`src/rtl/rca_test_ctrl_pkg.sv`:
```
// Shared definitions for the ripple-carry-adder self-test controller.
//   state_t    : controller states (IDLE, INIT, APPLY, EVAL, DONE)
//   NUM_SLICES : number of 1-bit adder slices covered by the comparators
//   VEC_W      : width of the test vector index {cin, b[3:0], a[3:0]}
//   HOLD_W     : width of the per-vector hold counter (SETTLE <= 15)
package rca_test_ctrl_pkg;

    localparam int NUM_SLICES = 4;
    localparam int VEC_W      = 9;
    localparam int HOLD_W     = 4;

    typedef enum logic [2:0] {
        ST_IDLE  = 3'd0,
        ST_INIT  = 3'd1,
        ST_APPLY = 3'd2,
        ST_EVAL  = 3'd3,
        ST_DONE  = 3'd4
    } state_t;

endpackage

```
`src/rtl/rca_test_ctrl_tpg.sv`:
```
// Test pattern generator for the adder self-test.
// Holds the vector index and the per-vector hold counter, and drives the
// test operands. Operands read as zero whenever the sweep is not running.
//   clk, rst_n   : clock, asynchronous active-low reset
//   clear        : zero the index and hold counter
//   run          : sweep active (index/hold counter advance, operands valid)
//   vec_a, vec_b : operand nibbles, vec_cin : carry-in
//   last_sample  : final hold cycle of the current vector (sample comp now)
//   last_vec     : index has reached VEC_LAST
module rca_tpg
    import rca_test_ctrl_pkg::*;
#(
    parameter int VEC_LAST = 511,
    parameter int SETTLE   = 2
) (
    input  logic       clk,
    input  logic       rst_n,
    input  logic       clear,
    input  logic       run,
    output logic [3:0] vec_a,
    output logic [3:0] vec_b,
    output logic       vec_cin,
    output logic       last_sample,
    output logic       last_vec
);

    localparam logic [HOLD_W-1:0] HOLD_MAX = HOLD_W'(SETTLE - 1);
    localparam logic [VEC_W-1:0]  IDX_MAX  = VEC_W'(VEC_LAST);

    logic [VEC_W-1:0]  index_reg, index_next;
    logic [HOLD_W-1:0] hold_reg, hold_next;

    always_comb begin
        index_next = index_reg;
        hold_next  = hold_reg;
        if (clear) begin
            index_next = '0;
            hold_next  = '0;
        end else if (run) begin
            if (hold_reg == HOLD_MAX) begin
                hold_next = '0;
                // Saturate on the last vector: the controller leaves APPLY
                // on this same edge, so the index never wraps within a run.
                if (index_reg != IDX_MAX) begin
                    index_next = index_reg + VEC_W'(1);
                end
            end else begin
                hold_next = hold_reg + HOLD_W'(1);
            end
        end
    end

    always_ff @(posedge clk or negedge rst_n) begin
        if (!rst_n) begin
            index_reg <= '0;
            hold_reg  <= '0;
        end else begin
            index_reg <= index_next;
            hold_reg  <= hold_next;
        end
    end

    assign last_sample = run && (hold_reg == HOLD_MAX);
    assign last_vec    = (index_reg == IDX_MAX);
    assign {vec_cin, vec_b, vec_a} = run ? index_reg : '0;

endmodule

```
`src/rtl/rca_test_ctrl.sv`:
```
// Built-in self-test controller for a 4-slice ripple-carry adder with
// duplicated slices. Sweeps every {cin, b, a} vector, holds each for SETTLE
// cycles, accumulates per-slice miscompares and reports a fault map.
//   clk, rst_n   : clock, asynchronous active-low reset
//   start        : request a self-test (accepted only in IDLE)
//   comp[7:0]    : comparator mismatch flags, bits i and i+4 belong to slice i
//   init         : clear pulse for the select generator's fault register
//   test         : test mode for the select generator and mux network
//   vec_a/b/cin  : test operands (zero outside the sweep)
//   busy         : controller not idle
//   done         : one-cycle pulse, results valid
//   fault_map    : slices that miscompared on any sampled vector
//   multi_fault  : more than one faulty slice (not repairable with one spare)
module rca_test_ctrl
    import rca_test_ctrl_pkg::*;
#(
    parameter int VEC_LAST = 511,
    parameter int SETTLE   = 2
) (
    input  logic       clk,
    input  logic       rst_n,
    input  logic       start,
    input  logic [7:0] comp,
    output logic       init,
    output logic       test,
    output logic [3:0] vec_a,
    output logic [3:0] vec_b,
    output logic       vec_cin,
    output logic       busy,
    output logic       done,
    output logic [3:0] fault_map,
    output logic       multi_fault
);

    localparam int CNT_W = $clog2(NUM_SLICES + 1);

    state_t                state_reg, state_next;
    logic [NUM_SLICES-1:0] slice_err;
    logic [NUM_SLICES-1:0] acc_reg, acc_next;
    logic [NUM_SLICES-1:0] fault_map_reg;
    logic                  multi_fault_reg;
    logic [CNT_W-1:0]      acc_ones;
    logic                  tpg_clear, tpg_run;
    logic                  last_sample, last_vec;

    // Each slice has two comparator taps; either one flags the slice.
    for (genvar gi = 0; gi < NUM_SLICES; gi++) begin : g_fold
        assign slice_err[gi] = comp[gi] | comp[gi + NUM_SLICES];
    end

    rca_tpg #(
        .VEC_LAST (VEC_LAST),
        .SETTLE   (SETTLE)
    ) u_tpg (
        .clk         (clk),
        .rst_n       (rst_n),
        .clear       (tpg_clear),
        .run         (tpg_run),
        .vec_a       (vec_a),
        .vec_b       (vec_b),
        .vec_cin     (vec_cin),
        .last_sample (last_sample),
        .last_vec    (last_vec)
    );

    // Next state and decoded outputs.
    always_comb begin
        state_next = state_reg;
        init       = 1'b0;
        test       = 1'b0;
        busy       = 1'b1;
        done       = 1'b0;
        tpg_clear  = 1'b0;
        tpg_run    = 1'b0;
        case (state_reg)
            ST_IDLE: begin
                busy = 1'b0;
                if (start) begin
                    state_next = ST_INIT;
                end
            end
            ST_INIT: begin
                init       = 1'b1;
                tpg_clear  = 1'b1;
                state_next = ST_APPLY;
            end
            ST_APPLY: begin
                test    = 1'b1;
                tpg_run = 1'b1;
                if (last_sample && last_vec) begin
                    state_next = ST_EVAL;
                end
            end
            ST_EVAL: begin
                state_next = ST_DONE;
            end
            ST_DONE: begin
                // start is deliberately not looked at here.
                done       = 1'b1;
                state_next = ST_IDLE;
            end
            default: begin
                state_next = ST_IDLE;
            end
        endcase
    end

    // Number of faulty slices in the accumulator.
    always_comb begin
        acc_ones = '0;
        for (int i = 0; i < NUM_SLICES; i++) begin
            acc_ones = acc_ones + CNT_W'(acc_reg[i]);
        end
    end

    always_comb begin
        acc_next = acc_reg;
        if (state_reg == ST_INIT) begin
            acc_next = '0;
        end else if (last_sample) begin
            acc_next = acc_reg | slice_err;
        end
    end

    always_ff @(posedge clk or negedge rst_n) begin
        if (!rst_n) begin
            state_reg       <= ST_IDLE;
            acc_reg         <= '0;
            fault_map_reg   <= '0;
            multi_fault_reg <= 1'b0;
        end else begin
            state_reg <= state_next;
            acc_reg   <= acc_next;
            // Results persist across INIT; only EVAL (or reset) replaces them.
            if (state_reg == ST_EVAL) begin
                fault_map_reg   <= acc_reg;
                multi_fault_reg <= (acc_ones >= CNT_W'(2));
            end
        end
    end

    assign fault_map   = fault_map_reg;
    assign multi_fault = multi_fault_reg;

endmodule

```
`config.mk`:
```
export PLATFORM = sky130hd
export DESIGN_NAME = rca_test_ctrl
export DESIGN_NICKNAME = d
export VERILOG_FILES = /design/src/rtl/rca_test_ctrl_pkg.sv /design/src/rtl/rca_test_ctrl_tpg.sv /design/src/rtl/rca_test_ctrl.sv
export SDC_FILE = /design/constraint.sdc
export NUM_CORES = 1
export LEC_CHECK = 0
export ABC_AREA = 1
export ABC_CLOCK_PERIOD_IN_PS = 2500
export CORE_MARGIN = 2
export CORE_UTILIZATION = 49
export DETAILED_ROUTE_END_ITERATION = 10
export PLACE_DENSITY = 0.87
export SYNTH_ARGS = -nofsm -noshare
export SYNTH_HDL_FRONTEND = slang
export SYNTH_SLANG_ARGS = --single-unit
```
`constraint.sdc`:
```
create_clock -name clk -period 2.5 [get_ports clk]
set_clock_uncertainty 0.15 [all_clocks]
set_input_delay 0.625 -clock clk [delete_from_list [all_inputs] [get_ports clk]]
set_output_delay 0.625 -clock clk [all_outputs]
set_load 0.005 [all_outputs]
```
==> out/metrics.cfg, run 1 <==
[outcome]
outcome = finished, final reports clean

[worst_setup_path]
worst-setup-path-type = reg -> out
r2r_slack_ns = 0.42
max_stage_delay_ns = 0.51
cp-endpoint = vec_a[2]
critPathCaptureType = output port
critPathLaunch = state_reg[0]$_DFFE_PN0P_
crit_slowest_cell = clkdlybuf4s50_1
rr_startpoint = u_tpg.index_reg[1]$_DFFE_PN0P_
required_ns = 1.73
start_kind = flop
reg2reg_depth = 10
critical_path_peak_fanout = 6
arrival_ns = 1.72
crit_chain = nor2_4, nand2_2, nor2_1, clkdlybuf4s50_1
r2r_end = u_tpg.index_reg[3]$_DFFE_PN0P_

[final_layout]
antenna_cells = 0
fillCellCount = 196
regArea_sq_um = 628
largest_register_ffs = 9
area_growth_syn_to_layout_pct = 30.1
multi_input_area_sq_um = 584
drive_gt1_frac = 0.130
fin_area_sq_mm = 0.00170
nNetsFinal = 215
fin_cells = 230
fin_util = 0.682

[power]
power_density_mw_per_mm2 = 945
p_int_w = 0.000906
power.share.switching = 0.437
pwr-share-seq = 0.375
power_w = 0.00161
power_switching_w = 0.000704
leakagePower_nw = 0.783
ir_worst_vdd_mv = 0.705
comb_power_share = 0.507
power_frac_clock = 0.119

[grt]
grt_pass1_wl_microns = 5080
antenna_found_initial = 0
grt_usage = 0.201
grt_pass1_vias = 1217
grt_start_max_net_pins = 26
globalRoute.totalOverflow = 0

[sta]
worst_pin_slew_ns = 0.368
rsz0062_at_grt = true
hold_violations = 0
max_freq_mhz = 401
setup_viol = 0
fin_crit_sh = 0.998
hold_ws_ns = 0.363
report.final.slew_viol_count = 0
relSlewSlack = 0.754
post-route-min-period_ns = 2.49

[logic_synthesis]
synth_top_family_by_area = simple AND/OR/NAND/NOR gates
synthDominantCellAreaShare = 0.478
synth.area.mux_share = 0
synthCells = 165
yosys.area_share.adder = 0.0344
synthTopCellsByArea = dfrtp_1 (48%), nand2_1 (11%), o21ai_0 (7.3%), inv_1 (6.3%), nor2_1 (5.2%)
synth_flop_cell = dfrtp_1
ys_ff_latch = 25
synth_xor_area_frac = 0.00669
ys_seq_area_frac = 0.478
yosysTopAreaCell = dfrtp_1
synthSimpleGateAreaFrac = 0.254
ys_warn_count = 0
synth_edf_count = 0
synth_cell_types = 23
synth_fp_nets = 179
syn-cell-area_sq_mm = 0.00131
synth-async-reset-ratio = 1.00
avgSynthCellArea_sq_um = 7.94
synth-compound-area-share = 0.138

[die]
core_area_sq_mm = 0.00250
pin_count = 29
start_util = 0.524
die_y_microns = 55.7
die_area_sq_mm = 0.00310
row_count = 18
fp.dieW_microns = 55.7

[clock_tree]
htree_levels = 1
clock_path_buffers = 2
clock-sinks = 25
cts_buffers = 3
cts_root_buf = clkbuf_4
cts_tree = done
clkLatencyLatePin_ns = 0.33
clk_pin_slew_ns = 0.15

[placed_design]
dp.cells = 220
detailed_place_hpwl_microns = 2200
place_area_sq_mm = 0.00161
gp_congestion = 0.811
io_buffers = 28

[routing]
firstDrtPassIters = 7
vias_per_cell = 5.55
drtIter0Drc = 56
num_vias = 1277
route.final.wire_length_microns = 3300
drc = 0
route.detailed.wl_per_inst_microns = 14.3
ant_nets = 0

[job]
maxCapViolCount = 0

[hold_path]
hp-class = reg -> reg

worst max-delay path: cells and delay by family, from the launching register on:
family        cells  cell delay, ns
buf+inv           1            0.51
flops             1            0.46
simple gates      3            0.43
layout by cell type, fill, tap and decap left out, types with 2 or more instances in the layout:
master,count
nand2_1,39
clkdlybuf4s50_1,26
dfrtp_1,23
inv_1,21
o21ai_0,19
nor2_1,18
nand3_1,11
buf_4,7
o21ai_2,5
a21oi_1,5
clkbuf_4,3
inv_2,2
nand2_2,2
nand4_1,2
o21ai_1,2
ha_1,2
dlymetal6s2s_1,2
dfrtp_2,2
worst min path at each step:
stage,from,end,slack [ns],cells after the start
2_1_floorplan,rst_n,acc_reg[0]$_DFFE_PN0P_,0.18,0
3_3_place_gp,fault_map[0]$_DFFE_PN0P_,fault_map[0]$_DFFE_PN0P_,0.32,2
3_5_place_dp,fault_map[2]$_DFFE_PN0P_,fault_map[2]$_DFFE_PN0P_,0.34,2
4_1_cts,fault_map[2]$_DFFE_PN0P_,fault_map[2]$_DFFE_PN0P_,0.37,2
5_1_grt,fault_map[0]$_DFFE_PN0P_,fault_map[0]$_DFFE_PN0P_,0.39,2
6_report,fault_map[2]$_DFFE_PN0P_,fault_map[2]$_DFFE_PN0P_,0.36,2
metal layers:
layer / GRT usage / part of all wire
met5: 0 / 0
met4: 0.0906 / 0.033
met3: 0.0372 / 0.052
met2: 0.357 / 0.53
met1: 0.235 / 0.39
Yosys cell counts (all sizes together) (2+ instances only):
cell type and number:
nor2 19, nand4 2, nand2 41, dfrtp 25, nand3 13, o21ai 26, buf 4, inv 23
a21oi 5, ha 2
cell type report:
class | instances | area share
repair buffers | 35 | 0.198
multi-input cells | 113 | 0.343
clock inverters | 1 | 0.00441
flip-flops and latches | 25 | 0.369
well taps | 30 | 0.0220
clock buffers | 3 | 0.0132
inverters | 23 | 0.0507
per-stage QoR:
step / setup TNS [ns] / setup WS, ns
detailed placement: 0 / 0.275
floorplan: 0 / 0.711
global route: -0.0906 / -0.0280
finish: 0 / 0.00541
CTS: 0 / 0.0133
global placement: 0 / 0.312
repair_timing:
action / 4_1_cts / 5_1_grt
hold buffers: 0 / 0
setup buffers: 0 / 5
gates cloned: 0 / 1
resized for setup: 4 / 3
setup endpoints to repair: 10 / 10
power by group through the flow:
stage	clock [W]	combinational [W]	sequential, W
floorplan	0	0.000482	0.000572
global placement	0	0.000675	0.000588
detailed placement	0	0.000699	0.000596
CTS	0.000199	0.000718	0.000597
global route	0.000209	0.000886	0.000615
finish	0.000191	0.000816	0.000603
logic make-up after synthesis:
group                    after synthesis
AND/OR/NAND/NOR                       76
AO/OA/AOI/OAI                         32
buffers and inverters                 28
flip-flops                            25
adder cells (fa/ha/maj)                3
XOR/XNOR                               1
Note: power is estimated with default switching activity, not from simulation.
==> run 2, diff against run 1 <==
CORE_MARGIN = 4   (was 2)
MAX_ROUTING_LAYER = met4   (was not set)
==> out/metrics.cfg, run 2 (same netlist as run 1, synthesis figures left out) <==
[outcome]
outcome = finished, final reports clean

[die]
row_count = 18
pin_count = 29
start_util = 0.519
die_area_sq_mm = 0.00356
die_y_microns = 59.7
core_area_sq_mm = 0.00252
fp.dieW_microns = 59.7

[sta]
report.final.slew_viol_count = 0
worst_pin_slew_ns = 0.369
relSlewSlack = 0.753
fin_crit_sh = 0.992
hold_violations = 0
max_freq_mhz = 403
rsz0062_at_grt = true
post-route-min-period_ns = 2.48
setup_viol = 0
setup_slack_ns = 0.0207

[placed_design]
gp_congestion = 0.758
dp.cells = 220
detailed_place_hpwl_microns = 2250
post-place-ws_ns = 0.270
io_buffers = 28

[final_layout]
nNetsFinal = 211
fin_cells = 226
antenna_cells = 0
fin_util = 0.665
final_cell_mix = nand2_1 (39), clkdlybuf4s50_1 (24), dfrtp_1 (23), inv_1 (21), o21ai_0 (19)
final_common_cell = nand2_1
drive_gt1_frac = 0.112
largest_register_ffs = 9
area_growth_syn_to_layout_pct = 28.1

[power]
p_int_w = 0.000873
power_density_mw_per_mm2 = 913
pwr-share-seq = 0.392
power_w = 0.00153
power_switching_w = 0.000659
leakagePower_nw = 0.810
power.share.switching = 0.430
ir_worst_vdd_mv = 0.605
power_frac_clock = 0.122
comb_power_share = 0.486

[clock_tree]
clock_path_buffers = 2
clock-sinks = 25
clk_pin_slew_ns = 0.15
ctsHoldBuffers = 0
cts_root_buf = clkbuf_4
cts_buffers = 3
clkLatencyLatePin_ns = 0.33
htree_levels = 1
cts_tree = done

[grt]
grt_usage = 0.197
grt_pass1_wl_microns = 5120
antenna_found_initial = 0
globalRoute.totalOverflow = 0
grt_start_max_net_pins = 26
grt_pass1_vias = 1127

[hold_path]
hp-class = reg -> reg
worst_hold_path.num_cells = 2

[routing]
route.detailed.wl_per_inst_microns = 13.5
ant_nets = 0
vias_per_cell = 5.26
num_vias = 1189
firstDrtPassIters = 4
route.final.wire_length_microns = 3060
drc = 0
drtIter0Drc = 36

[worst_setup_path]
cp-endpoint = vec_b[3]
reg2reg_depth = 10
start_kind = flop
arrival_ns = 1.70
critPathLaunch = state_reg[0]$_DFFE_PN0P_
critical_path_peak_fanout = 12
rr_startpoint = u_tpg.index_reg[1]$_DFFE_PN0P_
critPathCaptureType = output port
r2r_slack_ns = 0.51
required_ns = 1.73
worst-setup-path-type = reg -> out
r2r_end = u_tpg.index_reg[6]$_DFFE_PN0P_

[job]
maxCapViolCount = 0

run 2: stage by stage:
step / hold WS (ns) / cell area, sq um / TNS [ns]
global placement: 0.321 / 1610 / 0
CTS: 0.360 / 1650 / 0
global route: 0.401 / 1680 / -0.354
floorplan: 0.179 / 1310 / 0
detailed placement: 0.328 / 1610 / 0
finish: 0.363 / 1680 / 0
run 2: what timing repair did:
action / in CTS / in global routing
setup endpoints to repair: 10 / 12
hold endpoints to repair: 0 / 0
pin swaps: 0 / 1
cloned: 0 / 0
buffers inserted: 0 / 2
gates resized for setup: 4 / 5
run 2: area by class of cell:
| cell class | instances | area, sq um |
|---|---|---|
| flip-flops and latches | 25 | 628 |
| fillers | 214 | 845 |
| inverters | 23 | 86.3 |
| multi-input cells | 112 | 578 |
| clock inverters | 1 | 5.00 |
| repair buffers | 32 | 320 |
| clock buffers | 3 | 22.5 |
| well taps | 30 | 37.5 |
run 2: worst min-delay path by stage:
stage | slack [ns] | startpoint | to
after floorplan | 0.18 | rst_n | acc_reg[0]$_DFFE_PN0P_
after global placement | 0.32 | fault_map[0]$_DFFE_PN0P_ | fault_map[0]$_DFFE_PN0P_
after global routing | 0.40 | fault_map[1]$_DFFE_PN0P_ | fault_map[1]$_DFFE_PN0P_
after detailed placement | 0.33 | fault_map[0]$_DFFE_PN0P_ | fault_map[0]$_DFFE_PN0P_
final | 0.36 | fault_map[0]$_DFFE_PN0P_ | fault_map[0]$_DFFE_PN0P_
after CTS | 0.36 | fault_map[0]$_DFFE_PN0P_ | fault_map[0]$_DFFE_PN0P_
run 2: layer usage:
layer / vias up / routed length [microns] / part of all wire / GRT usage
li1: 588 / - / - / -
met1: 559 / 1290 / 0.42 / 0.252
met2: 38 / 1600 / 0.52 / 0.330
met3: 4 / 134 / 0.044 / 0.0194
met4: 0 / 35 / 0.011 / 0.0570
met5: - / 0 / 0 / -
run 2: critical path: stages, from the launching register on:
cell and delay [ns]:
dfrtp_2 0.48, nor2_4 0.14, nand2_4 0.13, nor2_1 0.12
clkdlybuf4s50_1 0.51
run 2: power by group through the flow:
stage | Combinational [W] | Sequential [W] | Clock (W)
after floorplan | 0.000482 | 0.000572 | 0
after global placement | 0.000677 | 0.000587 | 0
after detailed placement | 0.000706 | 0.000596 | 0
after CTS | 0.000724 | 0.000597 | 0.000186
after global routing | 0.000828 | 0.000619 | 0.000206
final | 0.000744 | 0.000601 | 0.000186
